File: config.mk
export PLATFORM = sky130hd
export DESIGN_NAME = iomem_initiator_flat
export DESIGN_NICKNAME = d
export VERILOG_FILES = /design/src/rtl/iomem_initiator_if.sv /design/src/rtl/iomem_initiator.sv /design/src/flat_wrapper.sv
export SDC_FILE = /design/constraint.sdc
export NUM_CORES = 1
export LEC_CHECK = 0
export BUFFER_PORTS_ARGS = -buffer_cell sky130_fd_sc_hd__buf_2
export CAP_MARGIN = 20
export CORE_MARGIN = 5
export CORE_UTILIZATION = 50
export DETAILED_ROUTE_END_ITERATION = 7
export GPL_TIMING_DRIVEN = 0
export PLACE_DENSITY_LB_ADDON = 0.08
export SLEW_MARGIN = 15
export SYNTH_ARGS = -nofsm -noshare
export SYNTH_HDL_FRONTEND = slang
export SYNTH_SLANG_ARGS = --single-unit
File: constraint.sdc
create_clock -name clk -period 4.87 [get_ports clk]
set_input_delay 0.974 -clock clk [delete_from_list [all_inputs] [get_ports clk]]
set_output_delay 0.974 -clock clk [all_outputs]
set_load 0.005 [all_outputs]
File: src/rtl/iomem_initiator_if.sv
// iomem_initiator_if: command/response handshake and iomem bus signals of the initiator.
interface iomem_initiator_if;
  logic        cmd_valid;
  logic        cmd_ready;
  logic        cmd_write;
  logic [31:0] cmd_addr;
  logic [31:0] cmd_wdata;
  logic [3:0]  cmd_wstrb;
  logic        rsp_valid;
  logic        rsp_ready;
  logic [31:0] rsp_rdata;
  logic        rsp_error;
  logic        busy;
  logic        iomem_valid;
  logic        iomem_ready;
  logic [3:0]  iomem_wstrb;
  logic [31:0] iomem_addr;
  logic [31:0] iomem_wdata;
  logic [31:0] iomem_rdata;
  modport master (
    input  cmd_valid, cmd_write, cmd_addr, cmd_wdata, cmd_wstrb, rsp_ready, iomem_ready, iomem_rdata,
    output cmd_ready, rsp_valid, rsp_rdata, rsp_error, busy, iomem_valid, iomem_wstrb, iomem_addr, iomem_wdata
  );
  modport slave (
    output cmd_valid, cmd_write, cmd_addr, cmd_wdata, cmd_wstrb, rsp_ready, iomem_ready, iomem_rdata,
    input  cmd_ready, rsp_valid, rsp_rdata, rsp_error, busy, iomem_valid, iomem_wstrb, iomem_addr, iomem_wdata
  );
endinterface

File: src/rtl/iomem_initiator.sv
// iomem_initiator: turns one command at a time into an iomem bus transaction with timeout,
// and holds the response until the consumer takes it.
module iomem_initiator #(
  parameter int TIMEOUT = 255
) (
  input logic              clk,
  input logic              resetn,
  iomem_initiator_if.master bus
);
  typedef enum logic [1:0] {IDLE, BUSY, RESP} state_t;
  localparam int CW = (TIMEOUT < 1) ? 1 : $clog2(TIMEOUT + 1);
  localparam logic [CW-1:0] LAST = CW'((TIMEOUT < 1) ? 0 : TIMEOUT - 1);
  state_t        state;
  logic [CW-1:0] cnt;
  assign bus.cmd_ready = state == IDLE;
  always_ff @(posedge clk or negedge resetn) begin
    if (!resetn) begin
      state           <= IDLE;
      cnt             <= '0;
      bus.iomem_valid <= 1'b0;
      bus.iomem_wstrb <= 4'b0000;
      bus.iomem_addr  <= '0;
      bus.iomem_wdata <= '0;
      bus.rsp_valid   <= 1'b0;
      bus.rsp_rdata   <= '0;
      bus.rsp_error   <= 1'b0;
      bus.busy        <= 1'b0;
    end else begin
      case (state)
        IDLE: if (bus.cmd_valid) begin
          bus.iomem_addr  <= bus.cmd_addr;
          bus.iomem_wdata <= bus.cmd_wdata;
          bus.iomem_wstrb <= bus.cmd_write ? bus.cmd_wstrb : 4'b0000;
          bus.iomem_valid <= 1'b1;
          bus.busy        <= 1'b1;
          cnt             <= '0;
          state           <= BUSY;
        end
        BUSY: if (bus.iomem_ready) begin
          // a zero strobe means the bus saw a read, so the data is meaningful
          bus.iomem_valid <= 1'b0;
          bus.rsp_rdata   <= (bus.iomem_wstrb == 4'b0000) ? bus.iomem_rdata : '0;
          bus.rsp_error   <= 1'b0;
          bus.rsp_valid   <= 1'b1;
          state           <= RESP;
        end else if (TIMEOUT != 0) begin
          if (cnt == LAST) begin
            bus.iomem_valid <= 1'b0;
            bus.rsp_rdata   <= '0;
            bus.rsp_error   <= 1'b1;
            bus.rsp_valid   <= 1'b1;
            state           <= RESP;
          end else cnt <= cnt + 1'b1;
        end
        RESP: if (bus.rsp_ready) begin
          bus.rsp_valid <= 1'b0;
          bus.busy      <= 1'b0;
          state         <= IDLE;
        end
        default: state <= IDLE;
      endcase
    end
  end
endmodule

File: src/flat_wrapper.sv
// flat-port wrapper written by rule: the top's interface ports become plain ports
module iomem_initiator_flat 
#(
  parameter int TIMEOUT = 255
)
  (clk, resetn, bus_cmd_valid, bus_cmd_write, bus_cmd_addr, bus_cmd_wdata, bus_cmd_wstrb, bus_rsp_ready, bus_iomem_ready, bus_iomem_rdata, bus_cmd_ready, bus_rsp_valid, bus_rsp_rdata, bus_rsp_error, bus_busy, bus_iomem_valid, bus_iomem_wstrb, bus_iomem_addr, bus_iomem_wdata);
  iomem_initiator_if bus_i ();
  input logic clk;
  input logic resetn;
  input wire logic [$bits(bus_i.cmd_valid)-1:0] bus_cmd_valid;
  input wire logic [$bits(bus_i.cmd_write)-1:0] bus_cmd_write;
  input wire logic [$bits(bus_i.cmd_addr)-1:0] bus_cmd_addr;
  input wire logic [$bits(bus_i.cmd_wdata)-1:0] bus_cmd_wdata;
  input wire logic [$bits(bus_i.cmd_wstrb)-1:0] bus_cmd_wstrb;
  input wire logic [$bits(bus_i.rsp_ready)-1:0] bus_rsp_ready;
  input wire logic [$bits(bus_i.iomem_ready)-1:0] bus_iomem_ready;
  input wire logic [$bits(bus_i.iomem_rdata)-1:0] bus_iomem_rdata;
  output wire logic [$bits(bus_i.cmd_ready)-1:0] bus_cmd_ready;
  output wire logic [$bits(bus_i.rsp_valid)-1:0] bus_rsp_valid;
  output wire logic [$bits(bus_i.rsp_rdata)-1:0] bus_rsp_rdata;
  output wire logic [$bits(bus_i.rsp_error)-1:0] bus_rsp_error;
  output wire logic [$bits(bus_i.busy)-1:0] bus_busy;
  output wire logic [$bits(bus_i.iomem_valid)-1:0] bus_iomem_valid;
  output wire logic [$bits(bus_i.iomem_wstrb)-1:0] bus_iomem_wstrb;
  output wire logic [$bits(bus_i.iomem_addr)-1:0] bus_iomem_addr;
  output wire logic [$bits(bus_i.iomem_wdata)-1:0] bus_iomem_wdata;
  assign bus_i.cmd_valid = bus_cmd_valid;
  assign bus_i.cmd_write = bus_cmd_write;
  assign bus_i.cmd_addr = bus_cmd_addr;
  assign bus_i.cmd_wdata = bus_cmd_wdata;
  assign bus_i.cmd_wstrb = bus_cmd_wstrb;
  assign bus_i.rsp_ready = bus_rsp_ready;
  assign bus_i.iomem_ready = bus_iomem_ready;
  assign bus_i.iomem_rdata = bus_iomem_rdata;
  assign bus_cmd_ready = bus_i.cmd_ready;
  assign bus_rsp_valid = bus_i.rsp_valid;
  assign bus_rsp_rdata = bus_i.rsp_rdata;
  assign bus_rsp_error = bus_i.rsp_error;
  assign bus_busy = bus_i.busy;
  assign bus_iomem_valid = bus_i.iomem_valid;
  assign bus_iomem_wstrb = bus_i.iomem_wstrb;
  assign bus_iomem_addr = bus_i.iomem_addr;
  assign bus_iomem_wdata = bus_i.iomem_wdata;
  iomem_initiator #(.TIMEOUT(TIMEOUT)) u_core (.clk(clk), .resetn(resetn), .bus(bus_i));
endmodule
Yosys cells after proc, flatten, opt, wreduce, memory -nomap -nowiden
Index checks and enable logic that the tools add are counted.

storage, ports and cells
  register bits after elaboration = 114
  latch bits = 0
  bits in writable memories = 0
  memory bits (read-only) = 0
  bits of input ports = 106
  output and inout port bits = 105
  logic and storage cells = 55
  memories = 0

cells by class
  add/sub/neg operators = 1
  multipliers = 0
  div/mod/pow operators = 0
  $lt $le $gt $ge = 0
  eq/ne operators = 8
  shift operators = 0
  muxes and demuxes = 23
  bitwise operators = 0
  reduce and logical (&&, ||, !) cells = 13

operators with widths
  operator                                                                  count
  32-bit two-way mux                                                        3
  8-bit two-way mux                                                         3
  8-bit case mux with 2 select lines                                        1
  3-bit AND reduction                                                       4
  8-bit by 1-bit adder with 8-bit output (second input constant)            1
  8-bit == test (second input constant)                                     1
  2-bit two-way mux                                                         4
  2-bit inequality test (second input constant)                             4
  2-bit nonzero test                                                        4
  1-bit two-way mux                                                         7
  1-bit case mux with 2 select lines                                        3
  2-bit case mux with 3 select lines                                        1
  4-bit logical NOT                                                         1
  4-bit two-way mux                                                         1
  2-bit AND reduction                                                       2
  4-bit AND reduction                                                       1
  3-bit by 2-bit inequality test with 1-bit output (second input constant)  1
  2-bit by 1-bit == test with 1-bit output (second input constant)          1
  2-bit == test (second input constant)                                     1
  2-bit logical NOT                                                         1

Longest topological paths before layout
Gate-level depths: netlist of run 1.

  word-level depth = 4
  depth in mapped cells = 7
  mapped depth without buffers = 6

Worst setup path before layout of run 1
Ideal clock, no wire load.

  kind = input -> register
  from = in bus_cmd_valid
  to = reg u_core.bus.iomem_addr[0]
  library setup time = 0.125 ns
  arrival = 1.914 ns
  path slack = 2.831 ns
  stages on the path = 5
  buffers on the path = 3
  cell sequence = buf_2 > nand2_1 > buf_2 > buf_2 > mux2_2

between the ends
  word-level cells in the longest chain between the ends = 1

ends and longest elaborated chain
  item                           RTL line                  text
  from (decl)                    flat_wrapper.sv:10        input wire logic [$bits(bus_i.cmd_valid)-1:0] bus_cmd_valid;
  2-bit AND reduction (no line)  --
  to (signal assigned)           iomem_initiator.sv:31     bus.iomem_addr <= bus.cmd_addr;
  to (decl)                      iomem_initiator_if.sv:22  output cmd_ready, rsp_valid, rsp_rdata, rsp_error, busy, iomem_valid, iomem_wstrb, iomem_addr, iomem_wdata

Every way passes these cells.
A chain may end at the register's enable or synchronous reset.

Worst setup path in the final report of run 1
  from = reg u_core.state[0]
  to = out bus_cmd_ready

between the ends
  word-level cells in the longest chain between the ends = 1

ends and longest elaborated chain
  item                    RTL line               text
  from (decl)             iomem_initiator.sv:13  state_t state;
  from (signal assigned)  iomem_initiator.sv:18  state <= IDLE;
  from (signal assigned)  iomem_initiator.sv:37  state <= BUSY;
  from (signal assigned)  iomem_initiator.sv:45  state <= RESP;
  2-bit logical NOT       iomem_initiator.sv:15  assign bus.cmd_ready = state == IDLE;
  to (decl)               flat_wrapper.sv:18     output wire logic [$bits(bus_i.cmd_ready)-1:0] bus_cmd_ready;

Every way passes these cells.

==> summary.md, run 1 <==
| Metric | Value |
|---|---|
| Design area | `6252 um2` |
| Rows | `34` |
| Sw Ratio | `29.65%` |
| Total number of vias | `3,372` |
| Lkg Pwr | `3.211 nW` |
| Post-synth EDFFs | `0` |
| Fmax | `410.8 MHz` |
| Placed cell count | `634` |
| FFs w/ async S/R, synth | `100.0%` |
| Ys Warns | `0` |
| Final Util | `71.69%` |
| Final TNS setup | `0 ns` |
| Post-CTS Setup Bufs | `0` |
| Port-buffer cells | `209` |
| Max Root-Sink Buffers | `2` |
| Flop pwr share | `38.8%` |
| Critical-path top delay cell | `dfrtp_1` |
| CTS tree | `yes` |
| Net switching power | `roughly 0.0012 W` |
| Worst slew margin | `54.96%` |
| Starting Density | `51.39%` |
| Skew-Pair Late Insertion Delay | `approximately 0.5 ns` |
| RSZ-0062 raised after global routing | `false` |
| Hpwl dp | `8440 um` |
| Wire length per cell | `16.71 um` |
| WS Path Type | `flop to output pin` |
| Hold-fix buffers at CTS | `0` |
| Area of the multi-input gates | `1533 um2` |
| Post-synthesis cell type count | `31` |
| Largest stage delay, worst path | `between 0.4 and 0.5 ns` |
| Outcome | `completed` |
| Die height | `104.7 um` |
| Syn nets | `428` |
| Vias in the first global route | `3,496` |
| Slew Viols, Final | `0` |
| Required time worst endpoint | `approximately 3.9 ns` |
| I/O pins | `211` |
| Crit path time final | `2.434 ns` |
| Resized Gates After CTS | `0` |
| Gr ovfl total | `0` |
| RR Endpoint | `u_core.bus.rsp_rdata[22]` |
| Fin. Hold Viols | `0` |
| Worst Path Arrival | `1.46 ns` |
| Clk pwr share | `28.3%` |
| First-iteration detailed-routing DRC count | `approximately 130` |
| Crit-path cells | `inv_1, ha_1, buf_2` |
| Max VDD drop | `a little over 0.0003 V` |
| Worst Skew | `0.01101 ns` |
| Core area | `8721 um2` |
| Vias per Instance | `5.078` |
| Worst Hold Class | `primary input to async pin` |
| Cells after Synth | `316` |
| Nets | `roughly 660` |
| Combinational Power Share | `32.9%` |
| R2R setup slack | `between 2 and 3 ns` |
| Cell Area, Synth | `around 4500 um2` |
| Diodes inserted | `0` |
| H-Tree Depth | `4` |
| Internal | `0.002849 W` |
| Largest net degree at the start of global routing | `59` |
| Avg Inst Size Synth | `14.18 um2` |
| First-pass GRT wire length | `17,910 um` |
| Max Cap Viol | `0` |
| Detail Route Antenna Nets | `0` |
| FILL cells | `627` |
| Root buf cell | `clkbuf_8` |
| Most used DFF post-synth | `dfrtp_1` |
| Final worst-path cycle share | `49.99%` |
| R2R depth | `7` |
| Sink Count | `114` |
| Drt total wl | `11,090 um` |
| Worst r2r src | `u_core.state[1]` |
| CTS clk-pin slew, worst paths | `0.05 ns` |
| Dpl cell area | `5697 um2` |
| Setup crit end kind | `output pin` |
| Largest fanout on the critical path | `6` |
| Share of cells above drive strength 1 | `around 58%` |
| CTS buffer count | `17` |
| Area delta synth->final | `39.50%` |
| Slew @ Worst Pin | `around 0.66 ns` |
| Post-route DRC | `0` |
| FF+latch area | `approximately 2900 um2` |
| Seq/Total Area, Yosys | `63.65%` |
| P per Cell Area | `647.8 nW/um2` |
| Total GRT Usage | `20.56%` |
| Worst Setup Start Kind | `flop` |
| Final setup violating endpoints | `0` |
| GP Congestion | `0.8204` |
| Non-Filler Instances | `about 660` |
| Synthesis-stage register bit count | `114` |
| Die width | `104.7 um` |
| Initial antenna violation count | `0` |
| First-pass detailed-route iteration total | `4` |
| Die ar. | `approximately 11,000 um2` |
[cell type report]
type	instances	share of cell area (%)
multi-input cells	180	24.51
clock buffers	19	7.064
well taps	108	2.161
clock inverters	11	1.821
flip-flops and latches	114	45.63
repair buffers	210	17.27
plain buffers	17	1.241
inverters	5	0.3002
[cells in the mapped netlist (2+ instances only)]
master      n  area share [%]
o21ai_0    11             1.2
inv_1       5            0.42
nor2_1      2            0.17
nor3_1      2            0.22
and2_1      2            0.28
nand3_1     6            0.67
a21oi_1     3            0.33
a22o_1     32             6.3
mux2_2     66              17
clkbuf_1    6            0.50
dfrtp_1   114              64
mux2i_1     4            0.89
or4_1       2            0.33
ha_1        6             1.7
nand2_1    21             1.8
o211ai_1    3            0.50
nand2b_1    3            0.42
a31oi_1     5            0.70
buf_2      11             1.2
[per-layer routing]
metal	up-vias	part of all wire, %	global-route usage, %
met2	123	51	34.57
met5	-	0	0
met1	1631	41	25.08
li1	1607	-	-
met4	0	1.1	6.667
met3	11	7.0	6.905
[cells by family after synthesis]
kind of cell             share of synthesized area [%]
AND/OR/NAND/NOR                                  4.914
AO/OA/AOI/OAI                                    10.13
flip-flops                                       63.65
buffers and inverters                            2.150
multiplexers                                     17.48
adder cells (fa/ha/maj)                          1.675
[through the flow]
step | worst slack, ns | power [W] | hold WS (ns)
final | 2.436 | 0.004050 | 0.4238
after global routing | 2.347 | 0.004316 | 0.4463
after CTS | 2.418 | 0.004101 | 0.4370
after detailed placement | 2.604 | 0.002943 | 0.4683
after global placement | 1.507 | 0.002892 | 0.4521
after floorplan | 2.831 | 0.002287 | 0.4316
[critical path: cells and delay by family (launching register included)]
| family | cells | cell delay (ns) |
|---|---|---|
| buffers and inverters | 2 | 0.26 |
| DFF | 1 | 0.41 |
| adders and majority gates | 1 | 0.29 |
[sequential cells by signal (all words and copies together) (netlist names)]
| signal | cells |
|---|---|
| u_core.cnt | 8 |
| u_core.bus.iomem_wstrb | 4 |
| u_core.state | 2 |
| u_core.bus.rsp_valid | 1 |
| u_core.bus.iomem_valid | 1 |
| u_core.bus.iomem_wdata | 32 |
| u_core.bus.iomem_addr | 32 |
| u_core.bus.rsp_error | 1 |
| u_core.bus.busy | 1 |
| u_core.bus.rsp_rdata | 32 |
[worst max-delay path by stage]
stage | startpoint | to | cells past startpoint
global placement | resetn | u_core.bus.rsp_rdata[19] | 1
CTS | u_core.state[0] | bus_cmd_ready | 3
detailed placement | bus_cmd_valid | u_core.bus.iomem_wdata[19] | 5
floorplan | bus_cmd_valid | u_core.bus.iomem_addr[0] | 5
finish | u_core.state[0] | bus_cmd_ready | 3
global route | u_core.state[1] | bus_cmd_ready | 3
[power groups by stage]
stage	logic (W)	registers, W	clock network (W)
floorplan	0.000663	0.00162	0
global placement	0.00133	0.00157	0
detailed placement	0.00136	0.00158	0
CTS	0.00136	0.00157	0.00117
global route	0.00147	0.00163	0.00122
finish	0.00133	0.00157	0.00114
[placed cells by master, fill, tap and decap left out, drive strengths merged, types with 6 or more instances in the layout]
cell type and n:
o21ai 11, ha 6, dfrtp 114, clkinv 7, nand2 21, clkbuf 25, a22o 32, buf 221
mux2 66, nand3 6
(Power assumes the default switching activity.)
==> run 2: changes to the inputs <==
--- a/config.mk
+++ b/config.mk
@@ -8,7 +8,7 @@
 export BUFFER_PORTS_ARGS = -buffer_cell sky130_fd_sc_hd__buf_2
 export CAP_MARGIN = 20
 export CORE_MARGIN = 5
-export CORE_UTILIZATION = 50
+export CORE_UTILIZATION = 46
 export DETAILED_ROUTE_END_ITERATION = 7
 export GPL_TIMING_DRIVEN = 0
 export PLACE_DENSITY_LB_ADDON = 0.08
==> constraint.sdc (replaced) <==
create_clock -name clk -period 2.4 [get_ports clk]
set_input_delay 0.48 -clock clk [delete_from_list [all_inputs] [get_ports clk]]
set_output_delay 0.48 -clock clk [all_outputs]
set_load 0.005 [all_outputs]
==> run 2 against run 1 <==
  * Sequential share of layout area fell by 0.97 points
  * Clock skew fell by 0.0023 ns
  * Combinational power rose by 100%
  * Wire length rose by 0.99%
  * Cell area rose by 2.2%
  * Global-route usage fell by 1.2 points
  * Flip-flop and latch count did not move
  * First-iteration DRC count fell by 1.5%
  * Clock power rose by 140%
  * Via count rose by 0.42%
  * Critical endpoint is now u_core.bus.rsp_rdata[28]
  * Largest cell class unchanged
==> summary.md, run 2 (synthesized netlist as in run 1, its figures left out) <==
| Metric | Value |
|---|---|
| Vias per Instance | `4.893 (was 5.078)` |
| Slew Viols, Final | `0 (unchanged)` |
| Max Cap Viol | `0 (unchanged)` |
| Root buf cell | `clkbuf_8 (unchanged)` |
| Gr ovfl total | `0 (unchanged)` |
| Rows | `36 (was 34)` |
| Final setup margin | `0.4571 ns (was 2.436 ns)` |
| Initial antenna violation count | `0 (unchanged)` |
| Most frequent cells in the layout | `buf_2, dfrtp_1, mux2_2 (unchanged)` |
| I/O pins | `211 (unchanged)` |
| Drt total wl | `11,200 um (was 11,090 um)` |
| Die ar. | `11,820 um2 (was 10,960 um2)` |
| Skew-Pair Late Insertion Delay | `0.51 ns (was 0.50 ns)` |
| RSZ-0062 raised after global routing | `false (unchanged)` |
| Design area | `6389 um2 (was 6252 um2)` |
| Diodes inserted | `0 (unchanged)` |
| GP Congestion | `0.7818 (was 0.8204)` |
| Worst Setup Start Kind | `flop (unchanged)` |
| Die width | `108.7 um (was 104.7 um)` |
| Most common cell after layout, fill and taps aside | `buf_2 (unchanged)` |
| Wire length per cell | `16.19 um (was 16.71 um)` |
| Critical-path top delay cell | `dfrtp_1 (unchanged)` |
| Max VDD drop | `0.0005760 V (was 0.0003027 V)` |
| Largest fanout on the critical path | `10 (was 6)` |
| WS Path Type | `flop to flop (was flop to output pin)` |
| CTS clk-pin slew, worst paths | `0.05 ns (about the same)` |
| First-pass detailed-route iteration total | `4 (unchanged)` |
| CTS tree | `yes (unchanged)` |
| Area delta synth->final | `42.55% (was 39.50%)` |
| H-Tree Depth | `4 (unchanged)` |
| Setup crit end kind | `flop (was output pin)` |
| Share of cells above drive strength 1 | `57.42% (was 57.55%)` |
| Crit-path cells | `inv_1, ha_1, and2_1, and2_1, clkbuf_1, clkbuf_1, a22o_1 (was inv_1, ha_1, buf_2)` |
| Port-buffer cells | `209 (unchanged)` |
| CP delay by family, top | `buffers and inverters (was flip-flops)` |
| Worst Skew | `0.008735 ns (was 0.01101 ns)` |
| Buf/Inv on CP | `3 (was 2)` |
| Largest net degree at the start of global routing | `69 (was 59)` |
| Crit path time final | `1.943 ns` |
| Hpwl dp | `8571 um (was 8440 um)` |
| Starting Density | `46.50% (was 51.39%)` |
| First-iteration detailed-routing DRC count | `129 (was 131)` |
| CTS buffer count | `17 (unchanged)` |
| Final setup violating endpoints | `0 (unchanged)` |
| Nets | `658 (was 657)` |
| P per Cell Area | `1351 nW/um2 (was 647.8 nW/um2)` |
| Lkg Pwr | `3.261 nW (was 3.211 nW)` |
| Fin. Hold Viols | `0 (unchanged)` |
| Worst Hold Class | `primary input to flop (was primary input to async pin)` |
| Total GRT Usage | `19.32% (was 20.56%)` |
| Largest registers | `u_core.bus.iomem_addr x32, u_core.bus.iomem_wdata x32, u_core.bus.rsp_rdata x32 (unchanged)` |
| Required time worst endpoint | `2.84 ns (was 3.90 ns)` |
| Post-route DRC | `0 (unchanged)` |
| Max Root-Sink Buffers | `2 (unchanged)` |
| Outcome | `completed (unchanged)` |
| Post-CTS Setup Bufs | `0 (unchanged)` |
| Core area | `9639 um2 (was 8721 um2)` |
| Die height | `108.7 um (was 104.7 um)` |
| Sink Count | `114 (unchanged)` |
| Resized Gates After CTS | `0 (unchanged)` |
| Slew @ Worst Pin | `0.6241 ns (was 0.6568 ns)` |
| Post-Place Setup Slack | `0.4193 ns (was 2.604 ns)` |
| First-pass GRT wire length | `17,360 um (was 17,910 um)` |
| Tot Pwr | `0.008630 W (was 0.004050 W)` |
| Vias in the first global route | `3,551 (was 3,496)` |
| Worst Path Arrival | `2.38 ns (was 1.46 ns)` |
| Dpl cell area | `5728 um2 (was 5697 um2)` |
| Fmax | `just over 500 MHz` |
| Total number of vias | `3,386 (was 3,372)` |
| Final TNS setup | `0 ns (unchanged)` |
| Final worst-path cycle share | `between 80% and 90%` |
| R2R setup slack | `0.46 ns (was 2.89 ns)` |
| Largest stage delay, worst path | `0.38 ns (was 0.41 ns)` |
| Detail Route Antenna Nets | `0 (unchanged)` |
| Worst slew margin | `57.20% (was 54.96%)` |
==> run 2: cell types whose count changed in the layout (fill, tap and decap cells not counted) <==
cell and delta:
clkinv_2 -2, clkbuf_8 +2, clkinvlp_4 -1, bufinv_16 +3, dlygate4sd3_1 +1, clkbuf_1 +1, clkinv_4 -1
==> run 2: stage by stage <==
| step | util [%] | hold slack (ns) | std cells |
|---|---|---|---|
| final | 66.28 | 0.1844 | 692 |
| after floorplan | - | 0.1844 | 316 |
| after global placement | 59.07 | 0.4542 | 658 |
| after detailed placement | 59.42 | 0.4367 | 659 |
| after global routing | 66.28 | 0.1696 | 692 |
| after CTS | 66.28 | 0.1619 | 692 |
==> run 2: worst register-to-register path, delay by kind of cell (launching register included) <==
family | cells | cell delay, ns
AO/OA/AOI/OAI | 1 | 0.21
adder cells (fa/ha/maj) | 1 | 0.28
buffers and inverters | 3 | 0.68
flip-flops | 1 | 0.38
AND/OR/NAND/NOR | 2 | 0.31
==> run 2: cell type report <==
| cell class | count | area, um2 |
|---|---|---|
| plain buffers | 17 | 77.57 |
| clock buffers | 22 | 473.0 |
| clock inverters | 10 | 177.7 |
| fillers | 775 | 3251 |
| inverters | 5 | 18.77 |
| multi-input cells | 180 | 1533 |
| flip-flops and latches | 114 | 2853 |
| well taps | 133 | 166.4 |
| repair buffers | 211 | 1090 |
==> run 2: where the power goes <==
part / leakage (nW) / switching (W) / internal [W]
combinational: 1.53 / 0.00120 / 0.00150
sequential: 1.41 / 0.000426 / 0.00278
clock: 0.321 / 0.000829 / 0.00189
==> run 2: final timing paths <==
kind / startpoint / depth (start not counted) / to
setup reg to reg: u_core.state[1] / 7 / u_core.bus.rsp_rdata[28]
setup / recovery: u_core.state[1] / 7 / u_core.bus.rsp_rdata[28]
hold / removal: bus_iomem_rdata[17] / 2 / u_core.bus.rsp_rdata[17]
hold reg to reg: u_core.cnt[7] / 1 / u_core.cnt[7]
max in group asynchronous: resetn / 3 / u_core.bus.iomem_wdata[24]
min in group asynchronous: resetn / 2 / u_core.bus.iomem_addr[19]
==> run 2: per-layer routing <==
layer | track usage (%) | routed length [um]
met2 | 33.01 | 5608
met3 | 5.921 | 897
met4 | 7.214 | 167
met1 | 23.01 | 4530
met5 | 0 | 0
==> run 2: what timing repair did <==
action                     4_1_cts  5_1_grt
hold buffers                     1        0
hold endpoints to repair        46        0
setup endpoints to repair        0        0
